### src/rtl/fetch_hazard_ctrl.sv
// fetch_hazard_ctrl: pipeline front-end controller.
// Sequences the PC register, IF/ID and ID/EX pipeline registers through a
// post-reset boot hold, normal running, load-use stalls, taken-branch
// redirects and an externally requested halt. Saturating stall and flush
// event counters are kept for performance debug.
module fetch_hazard_ctrl #(
  parameter int BOOT_CYCLES = 4,
  parameter int CNT_W       = 16
) (
  input  logic             clk,
  input  logic             rst,
  input  logic             load_use_hazard,
  input  logic             branch_taken_ex,
  input  logic             halt_req,
  output logic             pc_en,
  output logic             pc_sel,
  output logic             if_id_en,
  output logic             if_id_flush,
  output logic             id_ex_flush,
  output logic             halted,
  output logic [CNT_W-1:0] stall_count,
  output logic [CNT_W-1:0] flush_count
);

  typedef enum logic [1:0] {
    BOOT = 2'd0,
    RUN  = 2'd1,
    HALT = 2'd2
  } stateT;

  // Boot counter is loaded with BOOT_CYCLES-1 so that BOOT lasts exactly
  // BOOT_CYCLES cycles: the exit happens on the cycle the counter reads zero.
  localparam logic [7:0] BOOT_INIT = 8'(BOOT_CYCLES - 1);

  stateT            r_state;
  stateT            w_nextState;
  logic [7:0]       r_bootCnt;
  logic [CNT_W-1:0] r_stallCount;
  logic [CNT_W-1:0] r_flushCount;
  logic             w_stallInc;
  logic             w_flushInc;

  // Next-state and control outputs; reset low overrides everything so the
  // pipeline is held in bubbles while reset is asserted.
  always_comb begin
    w_nextState = r_state;
    pc_en       = 1'b0;
    pc_sel      = 1'b0;
    if_id_en    = 1'b0;
    if_id_flush = 1'b0;
    id_ex_flush = 1'b0;
    halted      = 1'b0;
    w_stallInc  = 1'b0;
    w_flushInc  = 1'b0;

    if (!rst) begin
      if_id_flush = 1'b1;
      id_ex_flush = 1'b1;
      w_nextState = BOOT;
    end else begin
      unique case (r_state)
        BOOT: begin
          if_id_flush = 1'b1;
          id_ex_flush = 1'b1;
          if (r_bootCnt == 8'd0) begin
            w_nextState = RUN;
          end
        end

        RUN: begin
          if (branch_taken_ex) begin
            pc_en       = 1'b1;
            pc_sel      = 1'b1;
            if_id_en    = 1'b1;
            if_id_flush = 1'b1;
            id_ex_flush = 1'b1;
            w_flushInc  = 1'b1;
          end else if (halt_req) begin
            id_ex_flush = 1'b1;
            w_nextState = HALT;
          end else if (load_use_hazard) begin
            id_ex_flush = 1'b1;
            w_stallInc  = 1'b1;
          end else begin
            pc_en    = 1'b1;
            if_id_en = 1'b1;
          end
        end

        HALT: begin
          halted      = 1'b1;
          id_ex_flush = 1'b1;
          if (branch_taken_ex) begin
            pc_en       = 1'b1;
            pc_sel      = 1'b1;
            if_id_flush = 1'b1;
            w_flushInc  = 1'b1;
          end
          if (!halt_req) begin
            w_nextState = RUN;
          end
        end

        default: begin
          if_id_flush = 1'b1;
          id_ex_flush = 1'b1;
          w_nextState = BOOT;
        end
      endcase
    end
  end

  // State register and boot hold counter.
  always_ff @(posedge clk) begin
    if (!rst) begin
      r_state   <= BOOT;
      r_bootCnt <= BOOT_INIT;
    end else begin
      r_state <= w_nextState;
      if ((r_state == BOOT) && (r_bootCnt != 8'd0)) begin
        r_bootCnt <= r_bootCnt - 8'd1;
      end
    end
  end

  // Saturating event counters; they stick at all-ones rather than wrapping.
  always_ff @(posedge clk) begin
    if (!rst) begin
      r_stallCount <= '0;
      r_flushCount <= '0;
    end else begin
      if (w_stallInc && (r_stallCount != {CNT_W{1'b1}})) begin
        r_stallCount <= r_stallCount + 1'b1;
      end
      if (w_flushInc && (r_flushCount != {CNT_W{1'b1}})) begin
        r_flushCount <= r_flushCount + 1'b1;
      end
    end
  end

  assign stall_count = r_stallCount;
  assign flush_count = r_flushCount;

endmodule

### config.mk
export PLATFORM = sky130hd
export DESIGN_NAME = fetch_hazard_ctrl
export DESIGN_NICKNAME = d
export VERILOG_FILES = /design/src/rtl/fetch_hazard_ctrl.sv
export SDC_FILE = /design/constraint.sdc
export NUM_CORES = 1
export LEC_CHECK = 0
export CORE_AREA = 2 2 92 50
export DETAILED_ROUTE_END_ITERATION = 10
export DIE_AREA = 0 0 94 52
export DONT_BUFFER_PORTS = 1
export GPL_ROUTABILITY_DRIVEN = 1
export GPL_TIMING_DRIVEN = 1
export PLACE_DENSITY_LB_ADDON = 0.1
export SKIP_CTS_REPAIR_TIMING = 1
export SYNTH_ARGS = -nofsm -noshare
export SYNTH_HDL_FRONTEND = slang
export SYNTH_SLANG_ARGS = --single-unit
### constraint.sdc
create_clock -name clk -period 3.83 [get_ports clk]
set_input_delay 0.383 -clock clk [delete_from_list [all_inputs] [get_ports clk]]
set_output_delay 0.383 -clock clk [all_outputs]
set_load 0.005 [all_outputs]
Yosys cells after proc, flatten, opt, wreduce, memory -nomap -nowiden
Cells that the tools add are included.
Operators by class
  $add $sub $neg: 3
  multipliers: 0
  divide/modulo/power cells: 0
  order comparisons: 0
  eq/ne operators: 8
  shift-type cells: 0
  mux-type cells: 28
  bitwise logic cells: 0
  reductions and logical operators: 8
Operators by type and width (count)
  adder 16 x 1 -> 16 bit (second input constant): 2
  inequality test 16 bit (second input constant): 2
  2-to-1 mux 1 bit: 22
  logical NOT 8 bit: 1
  2-to-1 mux 2 bit: 4
  inequality test 2 bit (second input constant): 4
  nonzero test 8 bit: 1
  subtractor 8 x 1 -> 8 bit (second input constant): 1
  one-hot mux 2 bit (3 select lines): 1
  AND reduction 4 bit: 1
  logical AND 1 bit: 3
  equality test 2 x 1 -> 1 bit (second input constant): 1
  equality test 2 bit (second input constant): 1
  logical NOT 2 bit: 1
  one-hot mux 1 bit (2 select lines): 1
  OR reduction 2 bit: 1
Word-level totals
  register bits: 42
  latch bits: 0
  bits in writable memories: 0
  ROM bits: 0
  bits of input ports: 5
  output and inout port bits: 38
  word-level logic and storage cells: 51
  memories kept: 0

Longest topological paths before layout
Gate-level depths: netlist (run 1).
  depth in word-level cells: 6
  gate-level depth with buffers: 7
  depth with buffers taken out: 7

Worst setup path before layout (run 1)
Ideal clock, no wire load.
  kind: reg-to-reg
  start point: reg r_flushCount[0], in the netlist flush_count[0]
  end point: reg r_flushCount[13], in the netlist flush_count[13]
  library setup time: 0.070 ns
  arrival time: 1.700 ns
  required time: 3.760 ns
  path slack: 2.060 ns
  stages on the path, launching flop included: 7
  path buffers: 1
  clock period less this slack: 1.770 ns
  cell sequence: dfxtp_1 ha_1 and4_1 clkbuf_1 and2_1 or4_1 a21oi_1
On the way
  longest elaborated chain between the ends: 2
  elaborated cells between the ends (all ways): 3
  classes of those cells: add/sub (1); eq/ne (1); reduce/logical (1)
Ends and longest elaborated chain
  start: declaration: RTL line 39  | logic [CNT_W-1:0] r_flushCount;
  start signal: assignment: RTL line 136  | r_flushCount <= r_flushCount + 1'b1;
  parallel branches: the longest is 2 deep, another holds adder 16 x 1 -> 16 bit
Several ways; the timed one is not identified.
A chain may end at the register's enable or synchronous reset.

Final worst setup path (run 1)
  start point: reg r_flushCount[0], in the netlist flush_count[0]
  end point: reg r_flushCount[0], in the netlist flush_count[0]
The elaborated chain is that of the path after synthesis.

==> impl_results.md, run 1 <==
- Crit path launch type: flip-flop
- Critical Setup Path Class: flip-flop to flip-flop
- Die area: a little under 0.005 mm2
- Final antenna-violating net count: 0
- TritonCTS Buffers: 5
- CP max stage cell: dfxtp_1
- Crit-path leading delay family: simple AND/OR/NAND/NOR gates
- Net count after synthesis: 291
- Reg2Reg Depth: 5
- Fin crit share: 0.535
- Rel. slew slack: 0.531
- CTS max path bufs: 2
- Initial antenna violation count: 0
- Clock Root Buffer: clkbuf_8
- First-pass GRT wire length: approximately 8.5 mm
- Setup TNS: 0 ns
- H-tree depth: 2
- Synth Register Bits: between 40 and 50
- Max stage delay on crit path: 0.46 ns
- P&R area growth vs syn: 4.69%
- Fmax: 0.488 GHz
- Worst endpoint data arrival time: 2.27 ns
- Hold WC Path Type: input pin to flip-flop
- Critical R2R Capture: flush_count[0]
- Initial DRT Pass Iterations: 4
- Die extent in x: approximately 94 um
- Worst-path clk slew: about 0.070 ns
- Vias/cell: a little under 6
- Synth top area cells: dfxtp_1 (36%), mux2i_1 (7.7%), nand2_1 (5.8%), ha_1 (4.8%), nand3_1 (3.2%)
- PwrDens: around 410 mW/mm2
- Critical Path, Cell by Cell: ha_1 -> and4_1 -> nand4_1 -> o21ai_1 -> mux2i_1
- Final hold vios: 0
- Crit Path Max Fanout: 8
- Status: finished, final reports clean
- Routed wire length: about 5.3 mm
- Hold Crit Start: rst
- Post-synth EDFFs: 0
- Final setup violation count: 0
- Synth unique cells: 50
- End of the critical path: flush_count[0]
- Buffers added on ports: 0
- Clock sinks: 42
- YS warnings: 0
- GRT Residual Overflow: 0
- 1st-iter DRT viols: around 180
- Post-synthesis sequential area ratio: 0.358
- Core Region: between 0.004 and 0.005 mm2
- WL/cell: 15.9 um
- CP Capture Type: flip-flop
- Rows: 17
- Largest net degree at the start of global routing: 39
- FF-to-FF Start: flush_count[0]
- IO Count: 43
- Worst Path Buf+Inv: 0
- CTS tree: yes
- Final Skew: approximately 0.0032 ns
- Number of max-cap violations: 0
- Die Ht: between 50 and 60 um
- Hpwl dp: 3.77 mm
- Vias in the first global route: about 1700
- Syn avg cell area: between 8 and 9 um2
- Fin nets: roughly 290
- Clock Latency Late Sink: between 0.2 and 0.3 ns
- Layout cell share with drive strength beyond 1: 0.0400
- Slew at the pin closest to its max-slew limit: between 0.6 and 0.7 ns
- Post-synth ARST share: 0
- Synthesized area: between 0.002 and 0.0025 mm2
- N_diodes: 0
- Initial Util: 0.566
- Syn Inst Count: ~280
- R2R setup slack: ~1.8 ns
- Peak supply drop: 0.189 mV
- Final min period: 2.05 ns
- Via count: approximately 2000
- # DRC: 0
- Max Slew Vio Count: 0
- GPL Wtd Cong: 0.808
- Leak Pwr: around 0.9 nW
- Top-area cell type share of the netlist area: 0.358
- Cell count along the critical path: 5
- Post-synth top area cell: dfxtp_1
- Most common flop cell mapped by yosys: dfxtp_1
- RSZ-0062 raised after global routing: no
- WHS: between 0.15 and 0.2 ns
- Gr usage total: 0.227
- Critical Path RT: about 4.1 ns
- Critical Path Start: flush_count[0]
-- layout make-up --
class	instances	area (um2)
fill	380	1690
multi-input combinational	214	1430
sequential	42	841
clock buffer	7	76.3
tap	57	71.3
inverter	12	45.0
-- metal layers --
metal	vias up	track usage	share of wire	wire length, um
met5	-	0	0	0
li1	1030	-	-	-
met2	58	0.280	0.37	1960
met3	5	0.0652	0.071	373
met4	0	0.0700	0.0091	48
met1	889	0.363	0.55	2890
-- placed cells by master (no fill, tap or decap), types with 4 or more instances in the layout --
master and instances:
o21ai_1 5, and4_1 5, ha_1 9, nor2_1 15
nand2_1 36, or4_1 9, xor2_1 4, and2_1 5
a21oi_1 13, inv_1 11, dfxtp_1 42, nand4_1 11
o21ai_0 4, nand2b_1 6, or3_1 5, nor4_1 8
o31ai_1 6, nand3_1 15, clkbuf_8 5, mux2i_1 18
-- metrics by stage --
stage                     instances  worst slack, ns  instance area, um2  power, mW  utilization
after floorplan                 277             2.06                2350      0.705            -
after global placement          325             1.89                2380      0.737        0.574
after detailed placement        325             1.83                2380      0.740        0.574
after CTS                       332             1.83                2460       1.01        0.593
after global routing            332             1.59                2460       1.06        0.593
final                           332             1.78                2460      0.999        0.593
-- sequential cells by signal, indices dropped and copies added (netlist names) --
register     cells
r_bootCnt        8
stall_count     16
r_state          2
flush_count     16
-- how the worst min path moves through the flow --
stage	to	slack [ns]	depth (start not counted)
floorplan	flush_count[7]	0.47	1
global placement	r_bootCnt[0]	0.45	1
detailed placement	r_bootCnt[0]	0.45	1
CTS	r_bootCnt[0]	0.14	1
global route	r_bootCnt[0]	0.16	1
finish	r_bootCnt[0]	0.16	1
-- synthesized netlist by cell type, types with 5 or more instances --
library cell / n
a21oi_1: 13
nand2b_1: 6
mux2i_1: 18
nor4_1: 8
dfxtp_1: 42
o31ai_1: 6
o21ai_1: 5
clkbuf_1: 5
nand2_1: 36
or3_1: 5
inv_1: 11
and2_1: 5
nand4_1: 11
nand3_1: 15
ha_1: 9
or4_1: 9
and4_1: 5
nor2_1: 15
-- worst reg2reg max path, delay by kind of cell, from the launching register on --
family | cells | cell delay [ns]
adder cells (fa/ha/maj) | 1 | 0.24
AO/OA/AOI/OAI | 1 | 0.35
AND/OR/NAND/NOR | 2 | 0.70
multiplexers | 1 | 0.23
flip-flops | 1 | 0.46
-- report_power, final --
part,internal [mW],leakage [nW],switching [mW]
combinational,0.101,0.519,0.122
sequential,0.470,0.339,0.0377
clock,0.126,0.0383,0.143
total,0.697,0.897,0.303
-- cells by family after synthesis --
family | synth area share
AO/OA/AOI/OAI | 0.149
XOR/XNOR | 0.0224
adder cells (fa/ha/maj) | 0.0479
buffers and inverters | 0.0352
flip-flops | 0.358
multiplexers | 0.0767
AND/OR/NAND/NOR | 0.311
Power figures use the tool's default switching activity.
==> run 2, diff against run 1 <==
--- a/config.mk
+++ b/config.mk
@@ -5,9 +5,9 @@
 export SDC_FILE = /design/constraint.sdc
 export NUM_CORES = 1
 export LEC_CHECK = 0
-export CORE_AREA = 2 2 92 50
+export CORE_AREA = 2 2 94 51
 export DETAILED_ROUTE_END_ITERATION = 10
-export DIE_AREA = 0 0 94 52
+export DIE_AREA = 0 0 96 53
 export DONT_BUFFER_PORTS = 1
 export GPL_ROUTABILITY_DRIVEN = 1
 export GPL_TIMING_DRIVEN = 1
==> constraint.sdc (replaced) <==
create_clock -name clk -period 1.8 [get_ports clk]
set_input_delay 0.18 -clock clk [delete_from_list [all_inputs] [get_ports clk]]
set_output_delay 0.18 -clock clk [all_outputs]
set_load 0.005 [all_outputs]
==> run 2 against run 1 <==
  * Critical path depth rose by 2
  * Global-route usage rose by 2.4 points
  * Die area rose by 4.1%
  * Routed wire length rose by 16%
  * Critical endpoint is now flush_count[13]
==> impl_results.md, run 2 (synthesis results as in run 1) <==
- Core Region: around 0.0042 mm2
- PwrDens: a little under 800 mW/mm2
- Die extent in x: 96 um
- Slew at the pin closest to its max-slew limit: 0.594 ns
- Vias in the first global route: approximately 2000
- Rel. slew slack: 0.603
- Number of max-cap violations: 0
- Die Ht: roughly 53 um
- Int Pwr: 1.62 mW
- Final min period: roughly 1.7 ns
- Status: finished, final reports clean
- Final setup violation count: 0
- IO Count: between 40 and 50
- Fin nets: between 300 and 400
- FF-to-FF Start: r_state[0]
- Hold Path Stages: 1
- Gate power share: 0.276
- Worst-path clk slew: roughly 0.08 ns
- GPL Wtd Cong: about 0.86
- CTS tree: yes
- H-tree depth: 2
- Reg2Reg Depth: 7
- Critical R2R Capture: flush_count[13]
- # DRC: 0
- Buffers added on ports: 0
- Routed wire length: 6.12 mm
- Clock network fraction of design power: 0.267
- Critical Path RT: roughly 2.0 ns
- Via count: approximately 2300
- N_diodes: 0
- R2R setup slack: 0.06 ns
- Max Slew Vio Count: 0
- Dpl ws: -0.0217 ns
- WL/cell: roughly 16 um
- CP Capture Type: flip-flop
- Gr usage total: 0.251
- Die area: between 0.005 and 0.006 mm2
- P&R area growth vs syn: 26.0%
- Flop pwr share: 0.457
- First-pass GRT wire length: around 9.6 mm
- Critical Setup Path Class: flip-flop to flip-flop
- Hold WC Path Type: input pin to flip-flop
- Hold Crit Start: rst
- Initial antenna violation count: 0
- Clock Root Buffer: clkbuf_8
- CTS max path bufs: 2
- Final antenna-violating net count: 0
- Initial Util: 0.555
- Crit Path Max Fanout: 5
- Final hold vios: 0
- Commonest cells after routing, fill and taps aside: buf_4 (45), dfxtp_1 (36), nand2_1 (35)
- TritonCTS Buffers: 5
- Clock Latency Late Sink: 0.29 ns
- Final Skew: between 0.007 and 0.008 ns
- Commonest non-fill, non-tap cell in the layout: buf_4
- Worst endpoint data arrival time: 1.96 ns
- Layout cell share with drive strength beyond 1: 0.256
- Fin util: 0.699
- Crit path launch type: flip-flop
- Fmax: approximately 0.58 GHz
- 1st-iter DRT viols: about 170
- Net switching power: ~0.71 mW
- Setup ws final: ~0.062 ns
- Rows: 17
- Leak Pwr: ~1.2 nW
- Largest net degree at the start of global routing: 39
- Vias/cell: 5.91
- Fin crit share: 0.966
- Net Sw Frac: 0.303
- Clock sinks: 42
- Hold EP: r_bootCnt[1]
- GRT Residual Overflow: 0
- Peak supply drop: roughly 0.5 mV
- Initial DRT Pass Iterations: 4
- Hpwl dp: about 4.4 mm
## run 2: changes by cell type in the layout (fill, tap and decap cells not counted), sizes merged
| cell | delta |
|---|---|
| dlygate4sd3 | +1 |
| buf | +46 |
| nand4 | +1 |
| clkinv | +1 |
## run 2: how the worst max path moves through the flow
stage | startpoint | end | cells past startpoint
finish | r_state[0] | flush_count[13] | 7
global route | r_state[0] | flush_count[13] | 7
CTS | r_state[0] | flush_count[15] | 7
detailed placement | r_state[0] | flush_count[15] | 7
global placement | r_state[1] | stall_count[10] | 7
floorplan | flush_count[0] | flush_count[13] | 6
## run 2: worst max-delay path, cell delays in order (launching register included)
cell and delay [ns]:
dfxtp_2 0.36, inv_2 0.06, ha_4 0.27, nand3_4 0.06, inv_2 0.09, nand4_1 0.17
or4_4 0.53, a21oi_2 0.12
## run 2: layout make-up
cell class	instances	area (um2)
timing repair buffer	47	368
tap	57	71.3
inverter	12	47.5
sequential	42	848
multi-input combinational	215	1530
fill	344	1270
clock buffer	7	86.3
clock inverter	1	5.00
## run 2: stage by stage
stage          hold slack (ns)  instance area [um2]  setup TNS (ns)  power, mW  std cells
6_report                0.0150                 2960               0       2.33        381
5_1_grt                0.00733                 2960         -0.0229       2.48        381
2_1_floorplan            0.429                 2350               0       1.50        277
3_5_place_dp             0.250                 2690         -0.0441       1.65        364
3_3_place_gp             0.247                 2690               0       1.65        364
4_1_cts                -0.0514                 2780          -0.112       2.28        372
## run 2: power groups by stage
stage / clock, mW / combinational [mW] / sequential [mW]
after floorplan: 0 / 0.418 / 1.08
after global placement: 0 / 0.575 / 1.07
after detailed placement: 0 / 0.578 / 1.08
after CTS: 0.642 / 0.585 / 1.05
after global routing: 0.683 / 0.722 / 1.08
final: 0.622 / 0.644 / 1.07
## run 2: per-layer routing
layer,part of all wire,routed length (um),vias up,GRT usage
li1,-,-,1131,-
met1,0.52,3170,1031,0.392
met2,0.39,2370,87,0.340
met3,0.092,563,2,0.0598
met4,0.0031,19,0,0.0524
met5,0,0,-,0
==> run 3, diff against run 2 <==
--- a/config.mk
+++ b/config.mk
@@ -5,6 +5,7 @@
 export SDC_FILE = /design/constraint.sdc
 export NUM_CORES = 1
 export LEC_CHECK = 0
+export CAP_MARGIN = 20
 export CORE_AREA = 2 2 94 51
 export DETAILED_ROUTE_END_ITERATION = 10
 export DIE_AREA = 0 0 96 53
==> results of run 3 <==
No change in the layout: final DEF, timing and power equal those of run 2.
